===== config.mk =====
export PLATFORM = sky130hd
export DESIGN_NAME = srl_fifo16
export DESIGN_NICKNAME = d
export VERILOG_FILES = /design/src/rtl/srl_fifo16.sv
export SDC_FILE = /design/constraint.sdc
export NUM_CORES = 1
export LEC_CHECK = 0
export ABC_AREA = 1
export BUFFER_PORTS_ARGS = -buffer_cell sky130_fd_sc_hd__buf_2
export CAP_MARGIN = 20
export CORE_ASPECT_RATIO = 0.8
export CORE_MARGIN = 5
export CORE_UTILIZATION = 50
export CTS_CLUSTER_DIAMETER = 60
export DETAILED_ROUTE_END_ITERATION = 8
export PLACE_DENSITY = 0.65
export SLEW_MARGIN = 15
export SYNTH_ARGS = -nofsm -noshare
export SYNTH_HDL_FRONTEND = slang
export SYNTH_SLANG_ARGS = --single-unit
export TNS_END_PERCENT = 5

===== constraint.sdc =====
create_clock -name clk -period 49.5 [get_ports clk]
set_clock_uncertainty 0.05 [all_clocks]
set_input_delay 0 -clock clk [delete_from_list [all_inputs] [get_ports clk]]
set_output_delay 0 -clock clk [all_outputs]
set_load 0.01 [all_outputs]

===== src/rtl/srl_fifo16.sv =====
// 16-entry ready/valid FIFO on an addressable shift register: writes shift in at
// srl[0], reads select the oldest word at srl[count-1].
module srl_fifo16 #(
  parameter int unsigned WIDTH = 32
) (
  input  logic             clk,
  input  logic             reset,
  input  logic             clear,
  input  logic [WIDTH-1:0] i_tdata,
  input  logic             i_tvalid,
  output logic             i_tready,
  output logic [WIDTH-1:0] o_tdata,
  output logic             o_tvalid,
  input  logic             o_tready,
  output logic [4:0]       occupied,
  output logic [4:0]       space
);

  localparam int unsigned DEPTH = 16;
  localparam int unsigned CW    = 5;
  localparam int unsigned AW    = 4;

  logic [WIDTH-1:0] srl_q [DEPTH];
  logic [CW-1:0]    count_q;
  logic [CW-1:0]    count_d;
  logic [AW-1:0]    rd_idx;
  logic             wr;
  logic             rd;

  // Handshake flags depend only on registered count plus reset/clear.
  assign i_tready = !reset && !clear && (count_q != CW'(DEPTH));
  assign o_tvalid = !reset && !clear && (count_q != '0);
  assign wr       = i_tvalid && i_tready;
  assign rd       = o_tvalid && o_tready;

  assign occupied = count_q;
  assign space    = CW'(DEPTH) - count_q;

  // Oldest word sits one below the count; index wraps harmlessly when empty.
  assign rd_idx  = AW'(count_q - CW'(1));
  assign o_tdata = srl_q[rd_idx];

  always_ff @(posedge clk) begin
    if (wr) begin
      srl_q[0] <= i_tdata;
      for (int k = 1; k < DEPTH; k++) begin
        srl_q[k] <= srl_q[k-1];
      end
    end
  end

  // Simultaneous shift and read leave the address on the next-oldest word.
  always_comb begin
    count_d = count_q;
    if (clear) begin
      count_d = '0;
    end else if (wr && !rd) begin
      count_d = count_q + CW'(1);
    end else if (rd && !wr) begin
      count_d = count_q - CW'(1);
    end
  end

  always_ff @(posedge clk) begin
    if (reset) begin
      count_q <= '0;
    end else begin
      count_q <= count_d;
    end
  end

`ifndef SYNTHESIS
  a_count_range: assert property (@(posedge clk) disable iff (reset)
    (count_q <= CW'(DEPTH)) && !(wr && count_q == CW'(DEPTH)) && !(rd && count_q == '0));
`endif

endmodule

## Word level (Yosys, flattened, before mapping)

Memories as Yosys holds them, arrays and structs flattened.
Cells that the tools add are included.
W data, S select, Z words.

| cells by class | value |
|---|---|
| equality and inequality tests | 1 |
| add/subtract/negate cells | 3 |
| reductions and logical operators | 14 |
| multiplexer cells | 4 |

Operator list:

| cell | number |
|---|---|
| $mux W5 | 2 |
| $logic_and A1 B1 Y1 | 7 |
| $add A5 B1 Y5 const B | 1 |
| $ne A5 B5 Y1 const B | 1 |
| $reduce_bool A5 Y1 | 1 |
| $sub A5 B1 Y5 const B | 1 |
| $sub A5 B5 Y5 const A | 1 |
| $logic_not A1 Y1 | 4 |
| $mux W1 | 2 |
| $reduce_bool A2 Y1 | 1 |
| $reduce_or A2 Y1 | 1 |

| word-level totals | value |
|---|---|
| RAM bits | 512 |
| output and inout port bits | 44 |
| memories kept | 1 |
| bits in registers | 5 |
| input bits | 37 |

Memory list:

| name | words | bits a word | rd ports | clocked after Yosys merged registers in | write ports | RTL line | text |
|---|---|---|---|---|---|---|---|
| srl_q | 16 | 32 | 16 | 0 | 16 | 23 | `logic [WIDTH-1:0] srl_q [DEPTH];` |

## Longest topological paths before layout

Gate-level depths: netlist of the first run.

| logic depth | value |
|---|---|
| word-level depth | 8 |
| depth in mapped cells | 18 |

## Worst setup path after synthesis of the first run

Ideal clock, no wire load.

| timing path | value |
|---|---|
| path type | register to register |
| from | register count_q[0], in the netlist occupied[0] |
| to | register count_q[3], in the netlist occupied[3] |
| setup slack | 6346 ps |
| data arrival time | 42991 ps |
| stages on the path, launching flop included | 17 |
| period minus slack after synthesis | 43154 ps |
| buffers on the path | 3 |
| cells stage by stage | dfxtp_1 > buf_2 > inv_2 > buf_2 > buf_2 > ha_1 > nand2_1 > nor2_1 > ha_1 > nor3b_1 > ha_1 > inv_1 > nand2_1 > o21ai_0 > nand2_1 > nand2_1 > nor2_1 |

| on the way | value |
|---|---|
| word-level cells in the longest chain between the ends | 6 |

Ends and longest elaborated chain:

| what | RTL line | text |
|---|---|---|
| from (decl) | 24 | `logic [CW-1:0] count_q;` |
| from (signal assigned) | 68 | `count_q <= count_d;` |
| $ne A5 B5 Y1 * | 31 | `assign i_tready = !reset && !clear && (count_q != CW'(DEPTH));` |
| $logic_and A1 B1 Y1 * | 31 |  |
| $logic_and A1 B1 Y1 * | 33 | `assign wr = i_tvalid && i_tready;` |
| net wr | 27 | `logic wr;` |
| $logic_not A1 Y1 | 59 | `end else if (rd && !wr) begin` |
| $logic_and A1 B1 Y1 | 59 |  |
| $reduce_bool A2 Y1 (no source line) | -- |  |

Mark *: on every way through the listed nets, which the timed path passes. The rest lies on a longest branch. The select of a mux whose other input is x is not followed.
A chain may end at the register's enable or synchronous reset.

==> results.cfg, run 1 <==
[critical_path]
r2r_slack_ns = 44.29
worstPathMaxFanout = 195
cp-start-kind = register
r2r_cells = 9
arrival_ns = 5.36
critPathCaptureType = register
required_ns = 49.65
r2r-start = occupied[0]$_SDFFE_PP0P_
r2r-end = srl_q[11][23]$_DFFE_PP_
critPathKind = register to register

[power_and_ir_drop]
power.leakage_nw = 10.9
power_density_mw_per_mm2 = 37.7
ir_drop_v = 0.0000263

[yosys]
syn-num-nets = 2200
synth.avg_cell_area_um2 = 10.4
netlist_instances = 2157
syn_area_mm2 = 0.0224
ys_ff_latch = 517
ys_warn_count = 0
yosysUniqueCellTypes = 22
synth_seq_area_share_pct = 69.0

[layout]
final_cells = 2875
fin_area_mm2 = 0.0253
area_growth_pct = 12.6
final_cell_mix = nand2_1, edfxtp_1, inv_1, nand3_1, buf_2
drive_above_1_share_pct = 7.70
antenna_cells = 0
nets = 2277
layout_commonest_cell = nand2_1

[detailed_routing]
drtPass1Iterations = 5
wl_per_cell_um = 15.7
viasPerCell = 4.91
drt_iter0_drc = 1441
wl_um = 45100
drc = 0
vias = 14100
ant_nets = 0

[clock_network]
cts_tree = done
htreeDepth = 2
clkSlewWorstSetupHoldPaths_ns = 0.06
cts_setup_buffers = 0
clk_path_buf_depth = 3
cts_sinks = 517
cts_made_buffers = 52
cts_resized = 0
clock_tree.root_cell = clkbuf_16
clkLatencyLatePin_ns = 0.59
cts_hold_buffers = 35

[floorplanning]
start_util_pct = 50.5
num_rows = 69
core_mm2 = 0.0444
ios = 81
die_height_um = 199
die_x_um = 247
die_area_mm2 = 0.0492

[timing]
hold_viol = 0
final-setup-viol-count = 0
relSlewSlack_pct = 27.3
clock.fmax_mhz = 192
hold_ws_ns = 0.0663
worst_slew_pin_slew_ns = 1.09
period_needed_ns = 5.21
setup_tns_ns = 0
post-route-period-util_pct = 10.5
slew_violations = 0
setup_slack_ns = 44.29
rsz0062_at_grt = false

[flow_run]
drv_cap = 0

[worst_hold_path]
hold_end = srl_q[0][24]$_DFFE_PP_
min_path_type = input port to register
min_path_cells = 2
holdCritStartpoint = i_tdata[24]

[grt]
track_usage_pct = 18.2
grt_max_degree = 196
grt_pass1_vias = 13300
antenna_found_initial = 1
overflow = 0
grt_pass1_wl_um = 72300

[placed_design]
dp_cells = 2746
gp_congestion = 0.768
portBuffers = 80
placed_area_mm2 = 0.0232
dp_hpwl_um = 22700
place_ws_ns = 43.74

[outcome]
status = completed
-- cell families (layout without fill, tap and decap cells) --
group                    count (synthesis)  after routing  synth area share (%)
XOR/XNOR                                 5              5                 0.313
buffers and inverters                  564            679                  10.1
adder cells (fa/ha/maj)                  6              6                 0.335
AO/OA/AOI/OAI                           10             10                 0.223
flip-flops                             517            517                  69.0
AND/OR/NAND/NOR                       1055           1055                  20.0
-- cell usage after synthesis --
library cell | instances | area, µm²
xnor2_4 | 1 | 27.5
inv_1 | 455 | 1710
inv_2 | 2 | 7.51
xnor2_1 | 2 | 17.5
nand2_1 | 622 | 2330
nand3_1 | 417 | 2090
buf_2 | 66 | 330
ha_1 | 6 | 75.1
nor3_1 | 1 | 5.00
nor2_2 | 1 | 6.26
edfxtp_1 | 512 | 15400
buf_6 | 5 | 56.3
dfxtp_1 | 5 | 100
buf_1 | 10 | 37.5
buf_4 | 6 | 45.0
nor3b_1 | 1 | 7.51
xor2_2 | 1 | 16.3
nor2_1 | 13 | 48.8
a21oi_1 | 6 | 30.0
clkbuf_1 | 20 | 75.1
xor2_1 | 1 | 8.76
o21ai_0 | 4 | 20.0
-- metrics by stage --
step	power [W]	util [%]
floorplan	0.000569	-
global placement	0.000577	52.4
detailed placement	0.000578	52.4
CTS	0.000961	56.8
global route	0.000988	56.9
finish	0.000952	56.9
-- worst max-delay path, cell delays in order (launching register included) --
cell and delay, ns:
dfxtp_4 0.98, inv_8 0.55, ha_4 0.36, nand2_1 0.08
nor2_1 0.06, ha_1 0.22, nor3b_2 0.18, buf_4 0.48
buf_12 0.78, buf_4 0.98
-- power breakdown --
group | switching [W] | internal, W
registers | 0.00000602 | 0.000492
logic | 0.0000492 | 0.0000230
clock network | 0.000161 | 0.000220
-- area by class of cell --
type	count	area [µm²]
multi-input cells	1076	4740
flip-flops and latches	517	15500
inverters	457	1730
well taps	603	754
clock inverters	31	267
clock buffers	61	1360
fillers	3709	19100
repair buffers	130	933
-- worst max path at each step --
stage,from,endpoint,slack (ns),cells past startpoint
after floorplan,occupied[0]$_SDFFE_PP0P_,occupied[3]$_SDFFE_PP0P_,6.35,16
final,occupied[0]$_SDFFE_PP0P_,srl_q[11][23]$_DFFE_PP_,44.29,9
after detailed placement,occupied[0]$_SDFFE_PP0P_,srl_q[5][26]$_DFFE_PP_,43.74,9
after CTS,occupied[0]$_SDFFE_PP0P_,srl_q[11][23]$_DFFE_PP_,43.74,9
after global placement,occupied[0]$_SDFFE_PP0P_,srl_q[8][25]$_DFFE_PP_,43.77,9
after global routing,occupied[0]$_SDFFE_PP0P_,srl_q[1][16]$_DFFE_PP_,43.85,9
-- layer usage --
layer / up-vias / global-route usage (%) / wire length (µm)
met3: 56 / 2.78 / 2680
met4: 0 / 4.81 / 882
li1: 7080 / - / -
met1: 6588 / 28.3 / 21800
met2: 381 / 27.2 / 19700
met5: - / 0 / 0
-- sequential cells by signal, summed over array words and instances (netlist names) --
name,flops
occupied,5
srl_q,512
(Power assumes the default switching activity.)
==> run 2, diff against run 1 <==
Settings changed: PLACE_DENSITY 0.65 to 0.67.
Clock period 49.5 ns to 4.43 ns, I/O delays scaled along.
==> run 2 against run 1 <==
Count of clock-buffer cells in the layout is 3 higher; sequential share of layout area is 0.25 points lower; via count increased by 1.4%; non-clock buffer count increased by 10; clock power grew to 11 times the previous value.
==> results.cfg, run 2 (same netlist as run 1, synthesis figures left out) <==
[detailed_routing]
wl_per_cell_um = 15.9
viasPerCell = 4.96
ant_nets = 0
drtPass1Iterations = 5
drt_iter0_drc = 1395
vias = 14300
wl_um = 45900
drc = 0

[placed_design]
dp_hpwl_um = 25400
place_ws_ns = 1.48
gp_congestion = 0.767
placed_area_mm2 = 0.0234
portBuffers = 80

[floorplanning]
die_x_um = 247
ios = 81
die_area_mm2 = 0.0492
die_height_um = 199
num_rows = 69
start_util_pct = 50.5
core_mm2 = 0.0444

[critical_path]
r2r-end = srl_q[6][31]$_DFFE_PP_
r2r_slack_ns = 1.51
critPathKind = register to primary output
r2r_cells = 7
critPathTopFamily = buffers and inverters
cp-start-kind = register
r2r-start = occupied[2]$_SDFFE_PP0P_
worstPathMaxFanout = 99
required_ns = 4.38
cpMostUsedCell = nand2_1
arrival_ns = 3.56
cp_num_cells = 9
critPathCaptureType = primary output
crit_path_max_incr_delay_ns = 0.94
cp-endpoint = o_tdata[23]
cp_num_buf_inv = 3
path_cells = buf_4 > buf_4 > nand2_1 > nand2_1 > nand2_1 > nand3_1 > nand3_1 > nand2_1 > buf_2
crit_start = occupied[0]$_SDFFE_PP0P_
slowest_stage = buf_4

[clock_network]
clkLatencyLatePin_ns = 0.59
cts_made_buffers = 52
cts_sinks = 517
cts_tree = done
clkSlewWorstSetupHoldPaths_ns = 0.06
cts_setup_buffers = 0
clock_tree.root_cell = clkbuf_16
htreeDepth = 2
cts_resized = 0
clk_path_buf_depth = 3

[grt]
track_usage_pct = 18.5
grt_pass1_wl_um = 73500
grt_max_degree = 120
antenna_found_initial = 1
overflow = 0
grt_pass1_vias = 13700

[power_and_ir_drop]
power_density_mw_per_mm2 = 418
p_int_w = 0.00816
power.leakage_nw = 11.0
seqPwrFrac_pct = 52.4
power_frac_clock_pct = 39.8
pwr-share-comb_pct = 7.8
ir_drop_v = 0.000254
p_sw_w = 0.00244
sw_frac_of_total_pct = 23.0

[layout]
final_cell_mix = nand2_1, edfxtp_1, inv_1, nand3_1, buf_2
nets = 2287
fin_area_mm2 = 0.0254
layout_commonest_cell = nand2_1
top_register = srl_q
largest_register_ffs = 512
drive_above_1_share_pct = 8.37
area_growth_pct = 13.1

[timing]
final-setup-viol-count = 0
worst_slew_pin_slew_ns = 1.08
period_needed_ns = 3.61
relSlewSlack_pct = 28.0
rsz0062_at_grt = false
hold_ws_ns = 0.0133
setup_slack_ns = 0.821
slew_violations = 0
hold_viol = 0
clock.fmax_mhz = 277
post-route-period-util_pct = 81.5

[worst_hold_path]
holdCritStartpoint = i_tvalid
min_path_type = input port to register

[flow_run]
drv_cap = 0

[outcome]
status = completed
[run 2: final cells by class]
cell class	count	area, µm²
sequential	517	15500
antenna	1	2.50
timing repair buffer	140	1040
fill	3723	19000
inverter	457	1730
tap	603	754
clock buffer	64	1390
multi-input combinational	1076	4750
clock inverter	28	223
[run 2: power groups by stage]
stage,Clock (W),Sequential [W],Combinational [W]
floorplan,0,0.00570,0.000521
global placement,0,0.00565,0.000802
detailed placement,0,0.00566,0.000810
CTS,0.00431,0.00556,0.000838
global route,0.00452,0.00557,0.000913
finish,0.00421,0.00556,0.000827
[run 2: worst min-delay path by stage]
stage,depth (start not counted),slack (ns),end
final,3,0.01,srl_q[14][30]$_DFFE_PP_
after CTS,3,0.008,srl_q[14][30]$_DFFE_PP_
after floorplan,0,0.05,srl_q[0][0]$_DFFE_PP_
after global placement,1,0.13,srl_q[0][2]$_DFFE_PP_
after global routing,3,0.03,srl_q[14][30]$_DFFE_PP_
after detailed placement,1,0.13,srl_q[0][2]$_DFFE_PP_
[run 2: worst reg2reg max path, cell delays in order (launching register included)]
cell     delay, ns
dfxtp_1       0.71
inv_1         0.19
nand2_2       0.11
nor2_2        0.05
ha_2          0.22
nor3b_4       0.24
buf_12        0.33
buf_4         0.63
[run 2: timing repair]
| action | 4_1_cts | 5_1_grt |
|---|---|---|
| setup endpoints to repair | 0 | 0 |
| hold buffers | 35 | 0 |
| endpoints found under the hold margin | 37 | 0 |
[run 2: layer usage]
layer / vias up / wire, µm / GRT usage, %
met5: - / 0 / 0
li1: 7098 / - / -
met4: 0 / 856 / 5.06
met3: 61 / 2640 / 3.40
met2: 365 / 19900 / 27.4
met1: 6783 / 22500 / 28.5
[run 2: per-stage QoR]
stage	setup TNS (ns)	util, %	total power (W)	instances
after floorplan	-5232.76	-	0.00622	2157
after global placement	0	52.7	0.00645	2758
after detailed placement	0	52.7	0.00647	2758
after CTS	0	57.1	0.0107	2885
after global routing	0	57.1	0.0110	2886
final	0	57.1	0.0106	2886
